## src/rtl/mem_arbiter_pkg.sv

```systemverilog
// mem_arbiter_pkg
// Shared memory-interface codes for the cache/memory arbiter.
// The `define block is the common header the caches and the memory model
// use for op/status/data-type codes; the localparams and the state enum
// below wrap those codes as typed constants for the arbiter RTL.
// No ports (package).

`ifndef MEM_DEFINES_SVH
`define MEM_DEFINES_SVH
`define MEM_NOP           2'b00
`define MEM_READ          2'b01
`define MEM_WRITE         2'b10
`define MEM_RESTING       2'b00
`define MEM_INST_FINISHED 2'b01
`define MEM_DATA_FINISHED 2'b10
`define ONE_BYTE          3'b000
`define TWO_BYTE          3'b001
`define FOUR_BYTE         3'b010
`define EIGHT_BYTE        3'b011
`define MEM_ARB_IDLE      2'b00
`define MEM_ARB_ISSUE     2'b01
`define MEM_ARB_WAIT      2'b10
`define MEM_ARB_DONE      2'b11
`endif

package mem_arbiter_pkg;

  localparam logic [1:0] MEM_NOP           = `MEM_NOP;
  localparam logic [1:0] MEM_READ          = `MEM_READ;
  localparam logic [1:0] MEM_WRITE         = `MEM_WRITE;
  localparam logic [1:0] MEM_INST_FINISHED = `MEM_INST_FINISHED;
  localparam logic [1:0] MEM_DATA_FINISHED = `MEM_DATA_FINISHED;
  localparam logic [2:0] FOUR_BYTE         = `FOUR_BYTE;

  typedef enum logic [1:0] {
    ARB_IDLE  = `MEM_ARB_IDLE,
    ARB_ISSUE = `MEM_ARB_ISSUE,
    ARB_WAIT  = `MEM_ARB_WAIT,
    ARB_DONE  = `MEM_ARB_DONE
  } arb_state_t;

endpackage

```

## src/rtl/mem_arb_grant.sv

```systemverilog
// mem_arb_grant
// Grant selection for the memory arbiter: data requests win by default, but
// once STARVE_LIMIT data grants have been given back to back while an
// instruction fetch was waiting, the fetch is granted next.
// Ports:
//   clk, rst  - clock, synchronous active-high reset
//   idle      - arbiter is in IDLE; grants and counter updates only happen here
//   i_req     - instruction fetch pending
//   d_req     - data request pending
//   grant_i   - combinational: grant the instruction side this cycle
//   grant_d   - combinational: grant the data side this cycle

module mem_arb_grant #(
  parameter int STARVE_LIMIT = 4
) (
  input  logic clk,
  input  logic rst,
  input  logic idle,
  input  logic i_req,
  input  logic d_req,
  output logic grant_i,
  output logic grant_d
);

  localparam int CNT_W = $clog2(STARVE_LIMIT + 1);
  localparam logic [CNT_W-1:0] LIMIT = CNT_W'(STARVE_LIMIT);

  logic [CNT_W-1:0] starve_cnt;

  always_comb begin
    grant_i = 1'b0;
    grant_d = 1'b0;
    if (idle) begin
      if (d_req && (!i_req || starve_cnt < LIMIT)) begin
        grant_d = 1'b1;
      end else if (i_req) begin
        grant_i = 1'b1;
      end
    end
  end

  // Counts data grants handed out while a fetch was left waiting; any cycle
  // in IDLE without a pending fetch, or a fetch grant, forgets the history.
  always_ff @(posedge clk) begin
    if (rst) begin
      starve_cnt <= '0;
    end else if (idle) begin
      if (grant_i || !i_req) begin
        starve_cnt <= '0;
      end else if (grant_d && starve_cnt != LIMIT) begin
        starve_cnt <= starve_cnt + 1'b1;
      end
    end
  end

endmodule

```

## src/rtl/mem_arbiter.sv

```systemverilog
// mem_arbiter
// Arbiter/sequencer between the instruction cache, the data cache and the
// single-port main memory. Grants one side, splits data requests into 4-byte
// beats (one ISSUE cycle plus one WAIT cycle per beat), returns read beats to
// the data cache and finishes every transfer with a one-cycle done pulse.
// Ports:
//   clk, rst                      - clock, synchronous active-high reset
//   i_req, i_addr                 - instruction fetch request / byte address
//   i_done, i_rdata               - fetch done pulse / fetched word
//   d_req, d_rw, d_addr, d_length - data request, 0=read 1=write, base, beats
//   d_data_type, d_wdata          - single-beat write size, packed write beats
//   d_beat_valid, d_beat_idx,
//   d_rdata, d_done               - returned read beat, data done pulse
//   i/d_cache_mem_vis_signal/addr - memory op and beat address per side
//   mem_written_data, mem_data_type - write beat and size to memory
//   mem_data, mem_status          - memory read data and completion status

module mem_arbiter
  import mem_arbiter_pkg::*;
#(
  parameter int ADDR_WIDTH       = 20,
  parameter int DATA_LEN         = 32,
  parameter int VECTOR_SIZE      = 8,
  parameter int ENTRY_INDEX_SIZE = 3,
  parameter int STARVE_LIMIT     = 4
) (
  input  logic                            clk,
  input  logic                            rst,
  input  logic                            i_req,
  input  logic [ADDR_WIDTH-1:0]           i_addr,
  output logic                            i_done,
  output logic [DATA_LEN-1:0]             i_rdata,
  input  logic                            d_req,
  input  logic                            d_rw,
  input  logic [ADDR_WIDTH-1:0]           d_addr,
  input  logic [ENTRY_INDEX_SIZE:0]       d_length,
  input  logic [2:0]                      d_data_type,
  input  logic [DATA_LEN*VECTOR_SIZE-1:0] d_wdata,
  output logic                            d_beat_valid,
  output logic [ENTRY_INDEX_SIZE-1:0]     d_beat_idx,
  output logic [DATA_LEN-1:0]             d_rdata,
  output logic                            d_done,
  output logic [1:0]                      i_cache_mem_vis_signal,
  output logic [1:0]                      d_cache_mem_vis_signal,
  output logic [ADDR_WIDTH-1:0]           i_cache_mem_vis_addr,
  output logic [ADDR_WIDTH-1:0]           d_cache_mem_vis_addr,
  output logic [DATA_LEN-1:0]             mem_written_data,
  output logic [2:0]                      mem_data_type,
  input  logic [DATA_LEN-1:0]             mem_data,
  input  logic [1:0]                      mem_status
);

  localparam logic [ENTRY_INDEX_SIZE:0] ONE_LEN = 1;

  arb_state_t state, state_next;

  logic                            grant_i, grant_d;
  logic                            is_data;
  logic                            rw;
  logic [ADDR_WIDTH-1:0]           base_addr;
  logic [ENTRY_INDEX_SIZE:0]       length;
  logic [2:0]                      data_type;
  logic [DATA_LEN*VECTOR_SIZE-1:0] wbeats;
  logic [ENTRY_INDEX_SIZE-1:0]     beat;
  logic [ADDR_WIDTH-1:0]           beat_addr;
  logic                            status_match;
  logic                            last_beat;

  mem_arb_grant #(
    .STARVE_LIMIT(STARVE_LIMIT)
  ) u_grant (
    .clk    (clk),
    .rst    (rst),
    .idle   (state == ARB_IDLE),
    .i_req  (i_req),
    .d_req  (d_req),
    .grant_i(grant_i),
    .grant_d(grant_d)
  );

  // Beat addresses step by 4 bytes and wrap naturally at the address width.
  assign beat_addr    = base_addr + ADDR_WIDTH'({beat, 2'b00});
  assign status_match = (mem_status == (is_data ? MEM_DATA_FINISHED : MEM_INST_FINISHED));
  assign last_beat    = ({1'b0, beat} == (length - ONE_LEN));

  // Request fields are captured at grant time so the requester's inputs are
  // free to change; a zero length is stored as one beat, and fetches are
  // always a single beat.
  always_ff @(posedge clk) begin
    if (rst) begin
      state     <= ARB_IDLE;
      beat      <= '0;
      is_data   <= 1'b0;
      rw        <= 1'b0;
      base_addr <= '0;
      length    <= '0;
      data_type <= '0;
      wbeats    <= '0;
      i_rdata   <= '0;
    end else begin
      state <= state_next;
      case (state)
        ARB_IDLE: begin
          if (grant_i || grant_d) begin
            is_data   <= grant_d;
            rw        <= grant_d & d_rw;
            base_addr <= grant_d ? d_addr : i_addr;
            length    <= (!grant_d || d_length == '0) ? ONE_LEN : d_length;
            data_type <= d_data_type;
            wbeats    <= d_wdata;
            beat      <= '0;
          end
        end
        ARB_WAIT: begin
          if (status_match) begin
            if (!is_data) begin
              i_rdata <= mem_data;
            end else if (!last_beat) begin
              beat <= beat + 1'b1;
            end
          end
        end
        default: begin
        end
      endcase
    end
  end

  // Next state and all memory/requester outputs. Everything is held at zero
  // while reset is asserted so the outputs are quiet from the reset cycle on.
  always_comb begin
    state_next             = state;
    i_cache_mem_vis_signal = MEM_NOP;
    d_cache_mem_vis_signal = MEM_NOP;
    i_cache_mem_vis_addr   = '0;
    d_cache_mem_vis_addr   = '0;
    mem_written_data       = '0;
    mem_data_type          = '0;
    i_done                 = 1'b0;
    d_done                 = 1'b0;
    d_beat_valid           = 1'b0;
    d_beat_idx             = '0;
    d_rdata                = '0;
    if (!rst) begin
      case (state)
        ARB_IDLE: begin
          if (grant_i || grant_d) begin
            state_next = ARB_ISSUE;
          end
        end
        ARB_ISSUE: begin
          state_next = ARB_WAIT;
          if (is_data) begin
            d_cache_mem_vis_signal = rw ? MEM_WRITE : MEM_READ;
            d_cache_mem_vis_addr   = beat_addr;
            mem_data_type          = (length == ONE_LEN) ? data_type : FOUR_BYTE;
            if (rw) begin
              mem_written_data = wbeats[beat*DATA_LEN +: DATA_LEN];
            end
          end else begin
            i_cache_mem_vis_signal = MEM_READ;
            i_cache_mem_vis_addr   = beat_addr;
          end
        end
        ARB_WAIT: begin
          if (status_match) begin
            if (is_data && !rw) begin
              d_beat_valid = 1'b1;
              d_beat_idx   = beat;
              d_rdata      = mem_data;
            end
            state_next = (!is_data || last_beat) ? ARB_DONE : ARB_ISSUE;
          end
        end
        ARB_DONE: begin
          state_next = ARB_IDLE;
          if (is_data) begin
            d_done = 1'b1;
          end else begin
            i_done = 1'b1;
          end
        end
        default: begin
          state_next = ARB_IDLE;
        end
      endcase
    end
  end

endmodule

```

## config.mk

```make
export PLATFORM = sky130hd
export DESIGN_NAME = mem_arbiter
export DESIGN_NICKNAME = d
export VERILOG_FILES = /design/src/rtl/mem_arbiter_pkg.sv /design/src/rtl/mem_arb_grant.sv /design/src/rtl/mem_arbiter.sv
export SDC_FILE = /design/constraint.sdc
export NUM_CORES = 1
export LEC_CHECK = 0
export ABC_CLOCK_PERIOD_IN_PS = 3600
export CAP_MARGIN = 10
export CORE_ASPECT_RATIO = 0.75
export CORE_MARGIN = 5
export CORE_UTILIZATION = 40
export CTS_BUF_LIST = sky130_fd_sc_hd__clkbuf_4 sky130_fd_sc_hd__clkbuf_8 sky130_fd_sc_hd__clkbuf_16
export DETAILED_ROUTE_END_ITERATION = 16
export PLACE_DENSITY = 0.82
export SETUP_SLACK_MARGIN = 0.2
export SLEW_MARGIN = 40
export SYNTH_ARGS = -nofsm -noshare
export SYNTH_HDL_FRONTEND = slang
export SYNTH_HIERARCHICAL = 1
export SYNTH_SLANG_ARGS = --single-unit
```

## constraint.sdc

```tcl
create_clock -name clk -period 3.6 [get_ports clk]
set_input_delay 0.72 -clock clk [delete_from_list [all_inputs] [get_ports clk]]
set_output_delay 0.72 -clock clk [all_outputs]
set_load 0.03 [all_outputs]
```

### Word level (Yosys, flattened, before mapping)

Index checks and enable logic that the tools add are counted.

* add/sub/neg operators: 4
* $lt $le $gt $ge: 1
* equality and inequality tests: 11
* shift operators: 1
* mux-type cells: 58
* bitwise operators: 2
* reductions and logical operators: 21

Operators with widths (number)
* $mux 32: 8
* $shiftx 256x9->32: 1
* $mux 20: 7
* $mux 3: 14
* $add 20x5->20: 1
* $mux 1: 18
* $mux 2: 8
* $ne 2x2->1 const B: 4
* $pmux 2 s4: 1
* $add 3x1->3 const B: 2
* $pmux 3 s2: 1
* $reduce_and 2->1: 3
* $logic_or 1x1->1: 5
* $reduce_and 5->1: 1
* $eq 2x2->1 const B: 2
* $eq 3x4->1: 1
* $eq 4x1->1 const B: 1
* $logic_not 1->1: 4
* $logic_not 4->1: 1
* $mux 4: 1
* $reduce_bool 2->1: 2
* $sub 4x1->4 const B: 1
* $logic_and 1x1->1: 3
* $lt 3x3->1 const B: 1
* other kinds (7): 7

* bits in registers: 325
* bits of input ports: 342
* output and inout port bits: 149
* logic and storage cells: 108

### Logic depth before layout (Yosys ltp)

Gate-level depths: netlist of the first run.

* word-level depth: 8
* gate-level depth with buffers: 11
* mapped depth without buffers: 8

### By module

The synthesis of the first run kept the hierarchy.

Modules (own cells, without submodules)
* mem_arbiter: instances 1, cells each 1730, area each 14285.0 µm², sequential area each 6446.2 µm²
* mem_arb_grant: instances 1, cells each 19, area each 182.7 µm², sequential area each 60.1 µm²

### Least setup slack after synthesis of the first run

OpenSTA, ideal clock, no wires.

* path kind: register to output
* from: reg beat[1]
* to: out d_cache_mem_vis_addr[14]
* data arrival time: 2.551 ns
* required time: 2.880 ns
* setup slack: 0.329 ns
* stages on the path, launching flop included: 10
* path buffers: 2
* cells stage by stage: dfxtp_1 -> buf_2 -> buf_1 -> inv_1 -> fa_1 -> nor2b_1 -> o21a_1 -> nand4_1 -> xor2_1 -> nor2_1

* longest elaborated chain between the ends: 4

RTL lines
* from (decl): RTL line mem_arbiter.sv:64 `logic [ENTRY_INDEX_SIZE-1:0] beat;`
* from (signal assigned): RTL line mem_arbiter.sv:119 `beat <= beat + 1'b1;`
* $add 20x5->20: RTL line mem_arbiter.sv:82 `assign beat_addr = base_addr + ADDR_WIDTH'({beat, 2'b00});`
* $mux 20: RTL line mem_arbiter.sv:153 `if (is_data) begin`
* $mux 20: RTL line mem_arbiter.sv:145 `case (state)`
* $mux 20: RTL line mem_arbiter.sv:144 `if (!rst) begin`
* to (decl): RTL line mem_arbiter.sv:46 `output logic [ADDR_WIDTH-1:0] d_cache_mem_vis_addr,`

No other way between the ends.

### Worst setup path after layout of the first run

* from: reg beat[1]
* to: out d_cache_mem_vis_addr[15]

Same word-level chain as after synthesis.

==> qor.txt, run 1 <==
Die Height = 175 um
CTS tree = built
Postcts setup bufs = 0
CP Max Fanout = 8
Initial antenna violation count = 26
Worst hold slack = 453 ps
Worst setup SP type = flop
Worst path cell trace = ha_1, a21o_1, a21oi_1, buf_4, nor4_1, xnor2_1, nor2_1, clkdlybuf4s50_1
CP arrival = 2630 ps
Count leader, synth = nand2_1
Highest achievable clock rate = 299 MHz
Setup_tns = 0 ps
Via Count = 14100
Finish-stage setup viols = 0
Filler Cells Inserted = 3084
Syn Nets = 2100
RSZ-0062 raised after global routing = true
Max-cap violations = 0
Initial Util = 40.4%
Period Utilization, post-route = 93.0%
Flops & latches, synth = 325
Width of the die = 230 um
Finished Layout Cells = 2662
Pwr/cell area = 525 nW/um^2
CTS Buf Count = 34
Post-synth top area cell = dfxtp_1
Clock H-tree levels = 2
GRT Total Usage = 24.1%
Design area = 20700 um^2
Num Clock Sinks = 325
Max IR drop VDD = 0.365 mV
IO Pins = 491
Sequential element share of the synthesized area = 45.0%
Final HPWL DP = 37700 um
Largest net degree at the start of global routing = 113
Routed WL = 51700 um
Delay of the slowest critical-path stage = 690 ps
Synth top area share = 45.0%
Cell count after synthesis = 1749
# DRC = 0
Post-DP Area = 19600 um^2
Outcome = complete, no violations
Data required, critical path = 2880 ps
Post-synth EDFFs = 0
Synth-to-Final Area Change = 43.3%
Routed vias/inst = 5.29
Share of cells above drive strength 1 = 9.95%
Number of global-route vias before repair = 13900
Area occupied by registers = 6520 um^2
Slew @ Worst Pin = 827 ps
GP Congestion = 0.895
Top FF cell, synth = dfxtp_1
Root Buffer = clkbuf_16
Post-synth cell types = 52
Synth warnings = 6
Initial DRC Count = 1399
Crit end category = output pin
CORE AREA = 35800 um^2
Cell Rows = 60
Hold Vio Cnt, Final = 0
Drt wl/cell = 19.4 um
Netlist Area Pre-Place = 14500 um^2
Slowest CP cell = clkdlybuf4s50_1
Crit path kind = flop to output pin
Slew HR = 44.9%
Die area = 40100 um^2
DRT Pass-1 Iters = 5
CP top delay family = buffers and inverters
Inst Count DP = 2592
Fin crit period = 3350 ps
Critical path buffers and inverters = 2
CTS Buffer Depth = 3
Worst Skew = 12.8 ps
Asr flop ratio synth = 0%
First-pass GRT wire length = 77200 um
Clk Latency, worst-skew pair = 500 ps
Commonest cells post-synth = nand2_1, dfxtp_1, a21oi_1, nor2_1, clkbuf_1
Hold Crit Class = flop to flop
Net count reported at finish = 2516
GR Overflow Total = 0
Final Slew Violations = 0
Multi-input gate area = 7320 um^2
Routed Antenna Nets = 0
Reg clk slew, reported paths = 60 ps
Leak pwr = 7.82 nW
Top area cells in the synthesized netlist = dfxtp_1, nand2_1, a21oi_1
PortBufs = 489
Syn avg cell area = 8.27 um^2
power by group:
part,switching [mW],internal (mW),leakage (nW)
registers,0.361,4.19,2.66
clock network,1.41,1.96,0.526
logic,1.69,1.27,4.63
logic make-up (layout without fill, tap and decap cells):
family                     after synthesis  count (layout)  synth area share [%]
AOI/OAI and AO/OA                      343             343                  12.7
DFF                                    325             325                  45.0
adders and majority gates                9               9                 0.830
muxes                                  116             116                  13.6
and+or+nand+nor                        786             786                  22.0
other                                    1              16                0.0259
xor gates and xnor gates                19              19                  1.15
buffers and inverters                  150             583                  4.72
final cells by class:
class / count / share of cell area, %
Clock inverter: 9 / 0.386
Inverter: 11 / 0.199
Timing Repair Buffer: 519 / 25.0
Tap cell: 465 / 2.81
Sequential cell: 325 / 31.4
Multi-Input combinational cell: 1274 / 35.3
Clock buffer: 44 / 4.67
Antenna cell: 15 / 0.181
repair_timing:
item                       CTS  global route
pin swaps                    0             0
resized for setup           35            30
hold buffers                 0             0
setup endpoints to repair   34            50
cloned                       0             2
metrics by stage:
stage | utilization [%] | setup slack, ps | power, mW
after floorplan | - | 329 | 6.47
after global placement | 54.6 | 300 | 7.42
after detailed placement | 54.7 | 253 | 7.54
after CTS | 57.5 | 160 | 10.9
after global routing | 57.9 | 87.1 | 11.5
final | 57.9 | 251 | 10.9
final timing paths:
path / from / to / slack, ps / depth (start not counted)
setup reg to reg: state[1]$_SDFFE_PP0P_ / base_addr[16]$_SDFFE_PP0P_ / 810 / 7
hold reg to reg: wbeats[94]$_SDFFE_PP0P_ / wbeats[94]$_SDFFE_PP0P_ / 450 / 2
setup / recovery: beat[1]$_SDFFE_PP0P_ / d_cache_mem_vis_addr[15] / 250 / 8
hold / removal: wbeats[94]$_SDFFE_PP0P_ / wbeats[94]$_SDFFE_PP0P_ / 450 / 2
state kept, by name, indices dropped and copies added (netlist names), 2 cells and up:
| register | cells |
|---|---|
| data_type | 3 |
| u_grant/starve_cnt | 3 |
| state | 2 |
| wbeats | 256 |
| length | 4 |
| base_addr | 20 |
| i_rdata | 32 |
| beat | 3 |
tightest hold or removal path: stages, from the launching register on:
cell	delay (ps)
dfxtp_1	300
nand2_1	50
a21oi_1	50
layer usage:
layer | global-route usage [%] | vias up | wire, um
li1 | - | 6687 | -
met1 | 30.3 | 6665 | 20800
met2 | 40.0 | 603 | 24900
met3 | 6.03 | 103 | 4250
met4 | 9.57 | 12 | 1690
met5 | 0 | - | 88
placed cells by master (no fill, tap or decap), types with 4 or more instances in the layout:
master and n:
nand3_1 7, buf_4 63, clkdlybuf4s50_1 393, dlymetal6s2s_1 12
clkbuf_4 5, dlygate4sd2_1 28, mux4_2 64, clkbuf_8 4
clkbuf_2 5, inv_1 11, xor2_1 9, a211oi_1 21
dfxtp_1 322, and2_1 40, clkbuf_16 37, diode_2 15
a21oi_1 298, xnor2_1 10, nand2_1 598, nor2_1 101
mux2i_1 52, buf_12 10, nor3_1 5, clkinv_2 5
a22oi_1 4, and3_1 7, ha_1 8
No activity file was read; power rests on OpenSTA's default activity.
==> run 2, diff against run 1 <==
SLEW_MARGIN = 20   (was 40)
==> run 2 against run 1 <==
Effect of this change:
- utilization up 0.39 points
- fmax up 1.1%
- count of clock-buffer cells in the layout up 6
- critical path depth down 2
- cell count up 0.15%
- sequential share of layout area down 0.21 points
- critical endpoint is now d_cache_mem_vis_addr[4]
- cell area up 0.67%
==> qor.txt, run 2 (synthesis results as in run 1) <==
Max-cap violations = 0 (unchanged)
Routed WL = 51200 um (-0.81%)
Most frequent cells in the layout = nand2_1, clkdlybuf4s50_1, dfxtp_1, a21oi_1, nor2_1
Worst hold slack = 451 ps (-1.18 ps)
Period Utilization, post-route = 92.0% (-1.0 points)
Worst path cell trace = ha_1, inv_1, fa_1, xor2_1, nor2_1, clkdlybuf4s50_1
Crit path kind = flop to output pin
Pwr/cell area = 535 nW/um^2 (+1.9%)
Hold Vio Cnt, Final = 0 (unchanged)
Clk Latency, worst-skew pair = 510 ps (about the same)
Cell Rows = 60 (unchanged)
Delay of the slowest critical-path stage = 690 ps (about the same)
Slowest CP cell = clkdlybuf4s50_1
Slew @ Worst Pin = 1080 ps (+254 ps)
Final core occ = 58.3% (+0.39 points)
First-pass GRT wire length = 76700 um (-0.59%)
Initial antenna violation count = 25 (-3.8%)
Die Height = 175 um (unchanged)
Finish-stage setup viols = 0 (unchanged)
Clock H-tree levels = 2 (unchanged)
Routed vias/inst = 5.27 (-0.28%)
Width of the die = 230 um (unchanged)
Commonest non-fill, non-tap cell in the layout = nand2_1
Max IR drop VDD = 0.398 mV (+9.1%)
Post-DP Area = 19600 um^2 (about the same)
PortBufs = 489 (unchanged)
Leak pwr = 7.91 nW (+1.1%)
Biggest regs = wbeats: 256 flops, i_rdata: 32 flops, base_addr: 20 flops
Crit end category = output pin
Synth-to-Final Area Change = 44.2%
Max reg flops = 256 (unchanged)
Via Count = 14100 (-0.13%)
Fin crit period = 3310 ps (-35.9 ps)
CORE AREA = 35800 um^2 (unchanged)
Setup_tns = 0 ps (unchanged)
GP Congestion = 0.895 (unchanged)
Worst hold start = wbeats[7]$_SDFFE_PP0P_
Net count reported at finish = 2516 (unchanged)
Data required, critical path = 2880 ps (about the same)
Outcome = complete, no violations
CP Max Fanout = 3 (-5)
Number of global-route vias before repair = 13700 (-1.6%)
Reg2reg path depth = 7 (unchanged)
GRT Total Usage = 24.0% (-0.13 points)
CTS Buf Count = 34 (unchanged)
Final HPWL DP = 37600 um (about the same)
Top reg by flops = wbeats
Hold Path End = wbeats[7]$_SDFFE_PP0P_
Die area = 40100 um^2 (unchanged)
Final Slew Violations = 0 (unchanged)
Share of cells above drive strength 1 = 10.1% (+0.16 points)
CTS Hold Buffers Added = 0 (unchanged)
Num Clock Sinks = 325 (unchanged)
Worst reg2reg path endpoint = wbeats[34]$_SDFFE_PP0P_
WHS Path Cells = 2 (unchanged)
GR Overflow Total = 0 (unchanged)
Design area = 20900 um^2 (+0.67%)
Multi-input gate area = 7330 um^2 (about the same)
Routed Antenna Nets = 0 (unchanged)
Reg clk slew, reported paths = 60 ps (about the same)
Filler Cells Inserted = 3093 (+0.29%)
RSZ-0062 raised after global routing = false
IO Pins = 491 (unchanged)
Area occupied by registers = 6520 um^2 (unchanged)
Total design power = 11.2 mW (+2.6%)
DRT Pass-1 Iters = 5 (unchanged)
Highest achievable clock rate = 302 MHz (+1.1%)
# DRC = 0 (unchanged)
Worst R2R Setup Slack = 840 ps (+30 ps)
CTS tree = built
CP arrival = 2590 ps (-40 ps)
Root Buffer = clkbuf_16
Initial DRC Count = 1345 (-3.9%)
CTS Buffer Depth = 3 (unchanged)
Worst setup SP type = flop
Drt wl/cell = 19.2 um (-0.96%)
Hold Crit Class = flop to flop
Largest net degree at the start of global routing = 113 (unchanged)
Slew HR = 28.0% (-17 points)
Initial Util = 40.4% (unchanged)
Worst r2r src = state[1]$_SDFFE_PP0P_
Worst Skew = 15.4 ps (+2.66 ps)
## run 2: worst max-delay path: cells and delay by family (launching register included)
family | cells | cell delay (ps)
and+or+nand+nor | 1 | 120
DFF | 1 | 380
adders and majority gates | 2 | 620
buffers and inverters | 2 | 760
xor gates and xnor gates | 1 | 210
## run 2: final cells by class
class | instances | area share (%)
antenna | 13 | 0.156
inverter | 11 | 0.198
multi-input combinational | 1274 | 35.1
clock inverter | 9 | 0.612
sequential | 325 | 31.2
tap | 465 | 2.79
clock buffer | 50 | 4.98
timing repair buffer | 519 | 24.9
## run 2: worst max-delay path by stage
stage | slack, ps | cells after the start | from | to
3_3_place_gp | 300 | 5 | mem_status[1] | d_beat_idx[1]
2_1_floorplan | 330 | 9 | beat[1]$_SDFFE_PP0P_ | d_cache_mem_vis_addr[14]
5_1_grt | 200 | 9 | beat[0]$_SDFFE_PP0P_ | d_cache_mem_vis_addr[14]
6_report | 290 | 6 | beat[0]$_SDFFE_PP0P_ | d_cache_mem_vis_addr[4]
3_5_place_dp | 220 | 5 | mem_status[1] | d_beat_idx[1]
4_1_cts | 50 | 6 | beat[0]$_SDFFE_PP0P_ | mem_written_data[17]
## run 2: report_power, final
part / switching (mW) / internal (mW)
Combinational: 1.69 / 1.28
Clock: 1.44 / 2.22
Sequential: 0.356 / 4.19
## run 2: what timing repair did
action / CTS / global route
buffers inserted: 0 / 0
endpoints found under the setup margin: 36 / 36
gates cloned: 1 / 1
pin swaps: 0 / 0
gates resized for setup: 39 / 22
## run 2: per-layer routing
| metal | track usage (%) | vias to the layer above | share of wire, % |
|---|---|---|---|
| li1 | - | 6693 | - |
| met1 | 30.4 | 6605 | 40 |
| met2 | 39.1 | 624 | 47 |
| met3 | 6.53 | 114 | 8.8 |
| met4 | 9.52 | 16 | 3.6 |
| met5 | 0 | - | 0.22 |
## run 2: metrics by stage
stage	cells	worst slack [ps]
2_1_floorplan	1749	329
3_3_place_gp	2592	300
3_5_place_dp	2592	221
4_1_cts	2652	47.7
5_1_grt	2665	198
6_report	2666	287
